--- src/rtl/wb_uart_rx.sv ---
// wb_uart_rx: 8N1 UART receiver with a one-byte holding register read over a Wishbone B4 subset port.
// Optional define UART_RX_MAJORITY_EN samples the 2-of-3 majority of the synchronised line.
module wb_uart_rx #(
  parameter int TICKS_PER_BAUD = 16
) (
  input  logic       wb_clk_i,
  input  logic       wb_rst_i,
  input  logic       wb_stb_i,
  output logic [7:0] wb_dat_o,
  output logic       wb_ack_o,
  input  logic       uart_rx,
  output logic       rx_valid_o,
  output logic       rx_ferr_o,
  output logic       rx_ovr_o
);
  localparam int HALF = TICKS_PER_BAUD / 2;
  localparam int CW = $clog2(TICKS_PER_BAUD);
  localparam logic [CW-1:0] TOP = CW'(TICKS_PER_BAUD - 1);
  localparam logic [CW-1:0] MID = CW'(HALF - 1);
  typedef enum logic [1:0] {IDLE, START, DATA, STOP} state_t;
  state_t state_q, state_d;
  logic sync1_q, sync2_q, s;
  logic [CW-1:0] cnt_q, cnt_d;
  logic [2:0] idx_q, idx_d;
  logic [7:0] sh_q, sh_d, hold_q, hold_d, dat_q, dat_d;
  logic valid_q, valid_d, ferr_q, ferr_d, ovr_q, ovr_d, ack_q, ack_d;
  logic load, fe, rd;
`ifdef UART_RX_MAJORITY_EN
  logic [1:0] hist_q;
  assign s = (sync2_q & hist_q[0]) | (sync2_q & hist_q[1]) | (hist_q[0] & hist_q[1]);
  always_ff @(posedge wb_clk_i or posedge wb_rst_i)
    if (wb_rst_i) hist_q <= 2'b11;
    else hist_q <= {hist_q[0], sync2_q};
`else
  assign s = sync2_q;
`endif
  always_comb begin
    state_d = state_q;
    cnt_d = cnt_q;
    idx_d = idx_q;
    sh_d = sh_q;
    load = 1'b0;
    fe = 1'b0;
    case (state_q)
      IDLE: begin
        cnt_d = '0;
        if (!sync2_q) state_d = START;
      end
      START:
        if (cnt_q == MID) begin
          cnt_d = '0;
          idx_d = '0;
          state_d = s ? IDLE : DATA;
        end else cnt_d = cnt_q + 1'b1;
      DATA:
        if (cnt_q == TOP) begin
          cnt_d = '0;
          sh_d[idx_q] = s;
          idx_d = idx_q + 1'b1;
          if (idx_q == 3'd7) state_d = STOP;
        end else cnt_d = cnt_q + 1'b1;
      STOP:
        if (cnt_q == TOP) begin
          cnt_d = '0;
          state_d = IDLE;
          load = s;
          fe = !s;
        end else cnt_d = cnt_q + 1'b1;
      default: state_d = IDLE;
    endcase
  end
  // A read on the same edge as a stop-bit load returns the old byte and leaves the new one pending.
  always_comb begin
    rd = wb_stb_i & ~ack_q;
    ack_d = rd;
    dat_d = rd ? hold_q : dat_q;
    hold_d = load ? sh_q : hold_q;
    valid_d = load | (valid_q & ~rd);
    ovr_d = (load & valid_q & ~rd) | (ovr_q & ~rd);
    ferr_d = fe | (ferr_q & ~rd);
  end
  always_ff @(posedge wb_clk_i or posedge wb_rst_i)
    if (wb_rst_i) begin
      sync1_q <= 1'b1;
      sync2_q <= 1'b1;
      state_q <= IDLE;
      cnt_q <= '0;
      idx_q <= '0;
      sh_q <= '0;
      hold_q <= '0;
      dat_q <= '0;
      ack_q <= 1'b0;
      valid_q <= 1'b0;
      ferr_q <= 1'b0;
      ovr_q <= 1'b0;
    end else begin
      sync1_q <= uart_rx;
      sync2_q <= sync1_q;
      state_q <= state_d;
      cnt_q <= cnt_d;
      idx_q <= idx_d;
      sh_q <= sh_d;
      hold_q <= hold_d;
      dat_q <= dat_d;
      ack_q <= ack_d;
      valid_q <= valid_d;
      ferr_q <= ferr_d;
      ovr_q <= ovr_d;
    end
  assign wb_dat_o = dat_q;
  assign wb_ack_o = ack_q;
  assign rx_valid_o = valid_q;
  assign rx_ferr_o = ferr_q;
  assign rx_ovr_o = ovr_q;
endmodule

--- config.mk ---
export PLATFORM = sky130hd
export DESIGN_NAME = wb_uart_rx
export DESIGN_NICKNAME = d
export VERILOG_FILES = /design/src/rtl/wb_uart_rx.sv
export SDC_FILE = /design/constraint.sdc
export NUM_CORES = 1
export LEC_CHECK = 0
export ABC_AREA = 1
export BUFFER_PORTS_ARGS = -buffer_cell sky130_fd_sc_hd__buf_2
export CORE_MARGIN = 8
export CORE_UTILIZATION = 54
export CTS_BUF_LIST = sky130_fd_sc_hd__clkbuf_8
export DETAILED_ROUTE_END_ITERATION = 7
export GPL_ROUTABILITY_DRIVEN = 0
export PLACE_DENSITY = 0.75
export SLEW_MARGIN = 10
export SYNTH_ARGS = -nofsm -noshare
export SYNTH_HDL_FRONTEND = slang
export SYNTH_SLANG_ARGS = --single-unit
--- constraint.sdc ---
create_clock -name wb_clk_i -period 1.44 [get_ports wb_clk_i]
set_clock_uncertainty 0.15 [all_clocks]
set_input_delay 0.144 -clock wb_clk_i [delete_from_list [all_inputs] [get_ports wb_clk_i]]
set_output_delay 0.144 -clock wb_clk_i [all_outputs]
set_load 0.01 [all_outputs]
==> out/metrics.sh <==
RESULT_OF_THE_RUN='complete, but fails checks'
VIOLATIONS='negative setup slack'
DRT_WL_TOTAL_MM=3.72
POST-LAYOUT-TOTAL-POWER_uW=2860
CTSHTREEMAXLEVEL=2
SETUP-VIOLATIONS-FINAL=21
DETAIL_ROUTE.FIRST_PASS.ITERATIONS=4
MULTI_INPUT_AREA_UM2=688
IR_WORST_VDD_V=0.000917
DIE_AREA_MM2=0.00508
SYNTH_EDF_COUNT=0
MIN_PATH_TYPE='in -> reg'
POWER.LEAKAGE_uW=0.00109
CRITICAL-PATH-MAX-STAGE-DELAY_NS=0.43
AREA.GROWTH.SYNTH_TO_FINAL_PCT=32.2
HOLD_VIOLATIONS=0
LATEST_CLOCK_ARRIVAL_WITHIN_THE_WORST_SKEW_PAIR_NS=0.29
PLACED_CELLS=235
DPL_WORST_SLACK_NS=-0.100
FIRST_GLOBAL_VIAS=1252
DIE_H_UM=71.3
TIMING.FINAL.MAX_SLEW_VIOLATIONS=0
DP_HPWL_MM=2.20
CTS-ROOT-BUF='sky130_fd_sc_hd__clkbuf_8'
CP-START-KIND='flip-flop'
INSERTEDDIODECOUNT=0
CLOCK_TREE_BUFFER_DEPTH=2
TMIN_FINAL_NS=1.60
DR_TOTAL_VIAS=1311
POWERDENSITY_mW_PER_MM2=1310
FIRST_PASS_GRT_WIRE_LENGTH_MM=5.73
GRT_ANTENNA_BEFORE_REPAIR=0
IOS=16
SYNTH_FP_NETS=186
SETUP.WORST_PATH.CLASS='reg -> reg'
FINAL.SETUP.WORST_SLACK_NS=-0.159
DRT_DRC_VIOLATIONS_LEFT=0
FIN_CRIT_SH_PCT=111
WIRE_PER_INST_UM=14.9
TIMING.MAX_CAP.VIOLATIONS=0
CRITPATHREQUIREDTIME_NS=1.46
SYNTH_TOP_FLOP_CELL='sky130_fd_sc_hd__dfrtp_1'
FILL_CELLS=218
MAX_FREQ_MHz=625
FLOORPLAN.ROWS=20
DRT_ITER0_MARKERS=78
MAXIMUM_NUMBER_OF_PINS_ON_ONE_NET_BEFORE_GLOBAL_ROUTE_REPAIR=40
CTS.SINKS=39
FINALNONFILLERCELLS=250
RSZ0062_AT_GRT='yes'
CRITICAL_PATH_CELL_BY_CELL='ha_4, nand3_4, inv_4, nand2_8, nor2_4, nand2_2, nand2_1, o21ai_1'
FLOORPLAN.DIE.WIDTH_UM=71.3
LAYOUT.AREA.SEQ_UM2=980
DETAIL_ROUTE.VIAS_PER_CELL=5.24
CRITPATHSLOWESTCELL='sky130_fd_sc_hd__dfrtp_1'
GR-USAGE-ALL-LAYERS_PCT=14.3
CORE_REGION_AREA_MM2=0.00298
SYNTH.YOSYS.WARNINGS=0
INITIAL_CORE_UTIL_PCT=55.5
CP_ENDPOINT_KIND='flip-flop'
CTS_BUFFERS=5
CRIT_BUF_INV=1
SETUP-TNS-FINAL_NS=-1.25
NUM-NETS-FINAL=223
CP_DATA_ARRIVAL_TIME_NS=1.62
SYN-MEAN-INSTANCE-AREA_UM2=9.23
YS_TYPES=24
WORST-PATH-MAX-FANOUT=4
POSTSYNTHREGISTERBITS=39
TIGHTEST_PIN_TRANSITION_NS=0.416
POST_ROUTE_CELLS_DRIVE_ABOVE_1_SHARE_PCT=35.5
SLEW_HEADROOM_PCT=72.2
DRT.ANTENNA.VIOLATING_NETS=0
SYN-CELL-AREA_MM2=0.00165
IO_BUFFERS=15
OVERFLOW=0
CPLARGESTDELAYFAMILY='simple AND/OR/NAND/NOR gates'
WORST_SETUP_HOLD_PATH_CLK_SLEW_NS=0.08
ASYNC_FLOP_SHARE_PCT=100
CTS_TREE='yes'
SYN_INST=179
SYNTH.YOSYS.SEQ_AREA_SHARE_PCT=59.2
-- cell usage after synthesis (2+ instances only) --
| cell | instances | area (um^2) |
|---|---|---|
| sky130_fd_sc_hd__nand2_1 | 54 | 203 |
| sky130_fd_sc_hd__dfrtp_1 | 37 | 926 |
| sky130_fd_sc_hd__inv_1 | 22 | 82.6 |
| sky130_fd_sc_hd__o21ai_0 | 19 | 95.1 |
| sky130_fd_sc_hd__nor2_1 | 11 | 41.3 |
| sky130_fd_sc_hd__nand3_1 | 10 | 50.1 |
| sky130_fd_sc_hd__ha_1 | 3 | 37.5 |
| sky130_fd_sc_hd__a21oi_1 | 2 | 10.0 |
| sky130_fd_sc_hd__dfstp_2 | 2 | 52.6 |
| sky130_fd_sc_hd__inv_2 | 2 | 7.51 |
| sky130_fd_sc_hd__nand2_2 | 2 | 12.5 |
| sky130_fd_sc_hd__nor2_4 | 2 | 22.5 |
| sky130_fd_sc_hd__o21ai_2 | 2 | 17.5 |
-- repair_timing --
action / 4_1_cts / 5_1_grt
gates resized for setup: 12 / 34
endpoints found under the setup margin: 20 / 23
endpoints found under the hold margin: 40 / 0
setup buffers: 1 / 4
hold buffers: 2 / 0
pin swaps: 2 / 6
-- cells in the final DEF, fill, tap and decap left out, types with 2 or more instances in the layout --
| cell type | synthesis | routed |
|---|---|---|
| sky130_fd_sc_hd__buf_4 | 0 | 13 |
| sky130_fd_sc_hd__nor2_1 | 11 | 10 |
| sky130_fd_sc_hd__inv_4 | 0 | 2 |
| sky130_fd_sc_hd__inv_1 | 22 | 20 |
| sky130_fd_sc_hd__buf_2 | 1 | 15 |
| sky130_fd_sc_hd__o21ai_1 | 1 | 6 |
| sky130_fd_sc_hd__o21ai_2 | 2 | 4 |
| sky130_fd_sc_hd__nand3_1 | 10 | 6 |
| sky130_fd_sc_hd__dlygate4sd3_1 | 0 | 2 |
| sky130_fd_sc_hd__nor2_4 | 2 | 3 |
| sky130_fd_sc_hd__o21ai_0 | 19 | 12 |
| sky130_fd_sc_hd__dfrtp_1 | 37 | 36 |
| sky130_fd_sc_hd__nand3_2 | 1 | 2 |
| sky130_fd_sc_hd__nand3_4 | 0 | 3 |
| sky130_fd_sc_hd__nand2_1 | 54 | 42 |
| sky130_fd_sc_hd__nand2_2 | 2 | 13 |
| sky130_fd_sc_hd__clkbuf_8 | 0 | 5 |
| sky130_fd_sc_hd__buf_6 | 1 | 2 |
| sky130_fd_sc_hd__dfstp_2 | 2 | 2 |
| sky130_fd_sc_hd__bufinv_16 | 0 | 2 |
-- state kept, by name (all words and copies together), names as in the netlist, named ones only --
signal / cells
rx_ferr_o: 1
sh_q: 8
rx_ovr_o: 1
idx_q: 3
hold_q: 8
wb_ack_o: 1
sync1_q: 1
cnt_q: 4
s: 1
rx_valid_o: 1
wb_dat_o: 8
state_q: 1
-- per-stage QoR --
step / area [um^2] / utilization, % / hold WS [ns]
after floorplan: 1650 / - / -0.00152
after global placement: 1850 / 62.0 / 0.0574
after detailed placement: 1850 / 62.0 / 0.0625
after CTS: 2050 / 68.8 / 0.0428
after global routing: 2180 / 73.3 / 0.0587
final: 2180 / 73.3 / 0.0472
-- final cells by class --
cell class | count | share of cell area [%]
Sequential cell | 39 | 44.9
Multi-Input combinational cell | 113 | 31.5
Timing Repair Buffer | 33 | 10.8
Inverter | 24 | 4.70
Clock buffer | 5 | 3.15
Clock inverter | 3 | 3.09
Tap cell | 33 | 1.89
-- worst min-delay path, cell delays in order --
cell and delay (ns):
sky130_fd_sc_hd__buf_2 0.09, sky130_fd_sc_hd__inv_1 0.04, sky130_fd_sc_hd__nor2_1 0.04, sky130_fd_sc_hd__buf_4 0.13
-- report_power, final --
| part | leakage, uW | switching, uW | internal [uW] |
|---|---|---|---|
| sequential | 0.000529 | 101 | 1160 |
| clock | 0.0000644 | 388 | 691 |
| combinational | 0.000493 | 289 | 231 |
-- logic make-up after synthesis --
family,synth area share [%]
and+or+nand+nor,21.5
DFF,59.2
adders and majority gates,2.27
buffers and inverters,6.67
AOI/OAI and AO/OA,9.24
xor gates and xnor gates,1.06
-- worst paths after layout --
path	from	end	slack [ns]	cells after the start
hold reg to reg	sync1_q	s	0.21	0
setup reg to reg	cnt_q[1]	sh_q[0]	-0.16	8
min in group asynchronous	wb_rst_i	wb_dat_o[3]	0.28	4
hold / removal	wb_stb_i	wb_ack_o	0.05	4
max in group asynchronous	wb_rst_i	sync1_q	0.60	4
setup / recovery	cnt_q[1]	sh_q[0]	-0.16	8
-- per-layer routing --
layer / vias up / GRT usage [%] / part of all wire (%)
met5: - / 0 / 0
met3: 8 / 4.18 / 5.4
li1: 637 / - / -
met2: 37 / 23.8 / 52
met4: 0 / 6.93 / 2.2
met1: 629 / 16.4 / 40
Power figures use the tool's default switching activity.
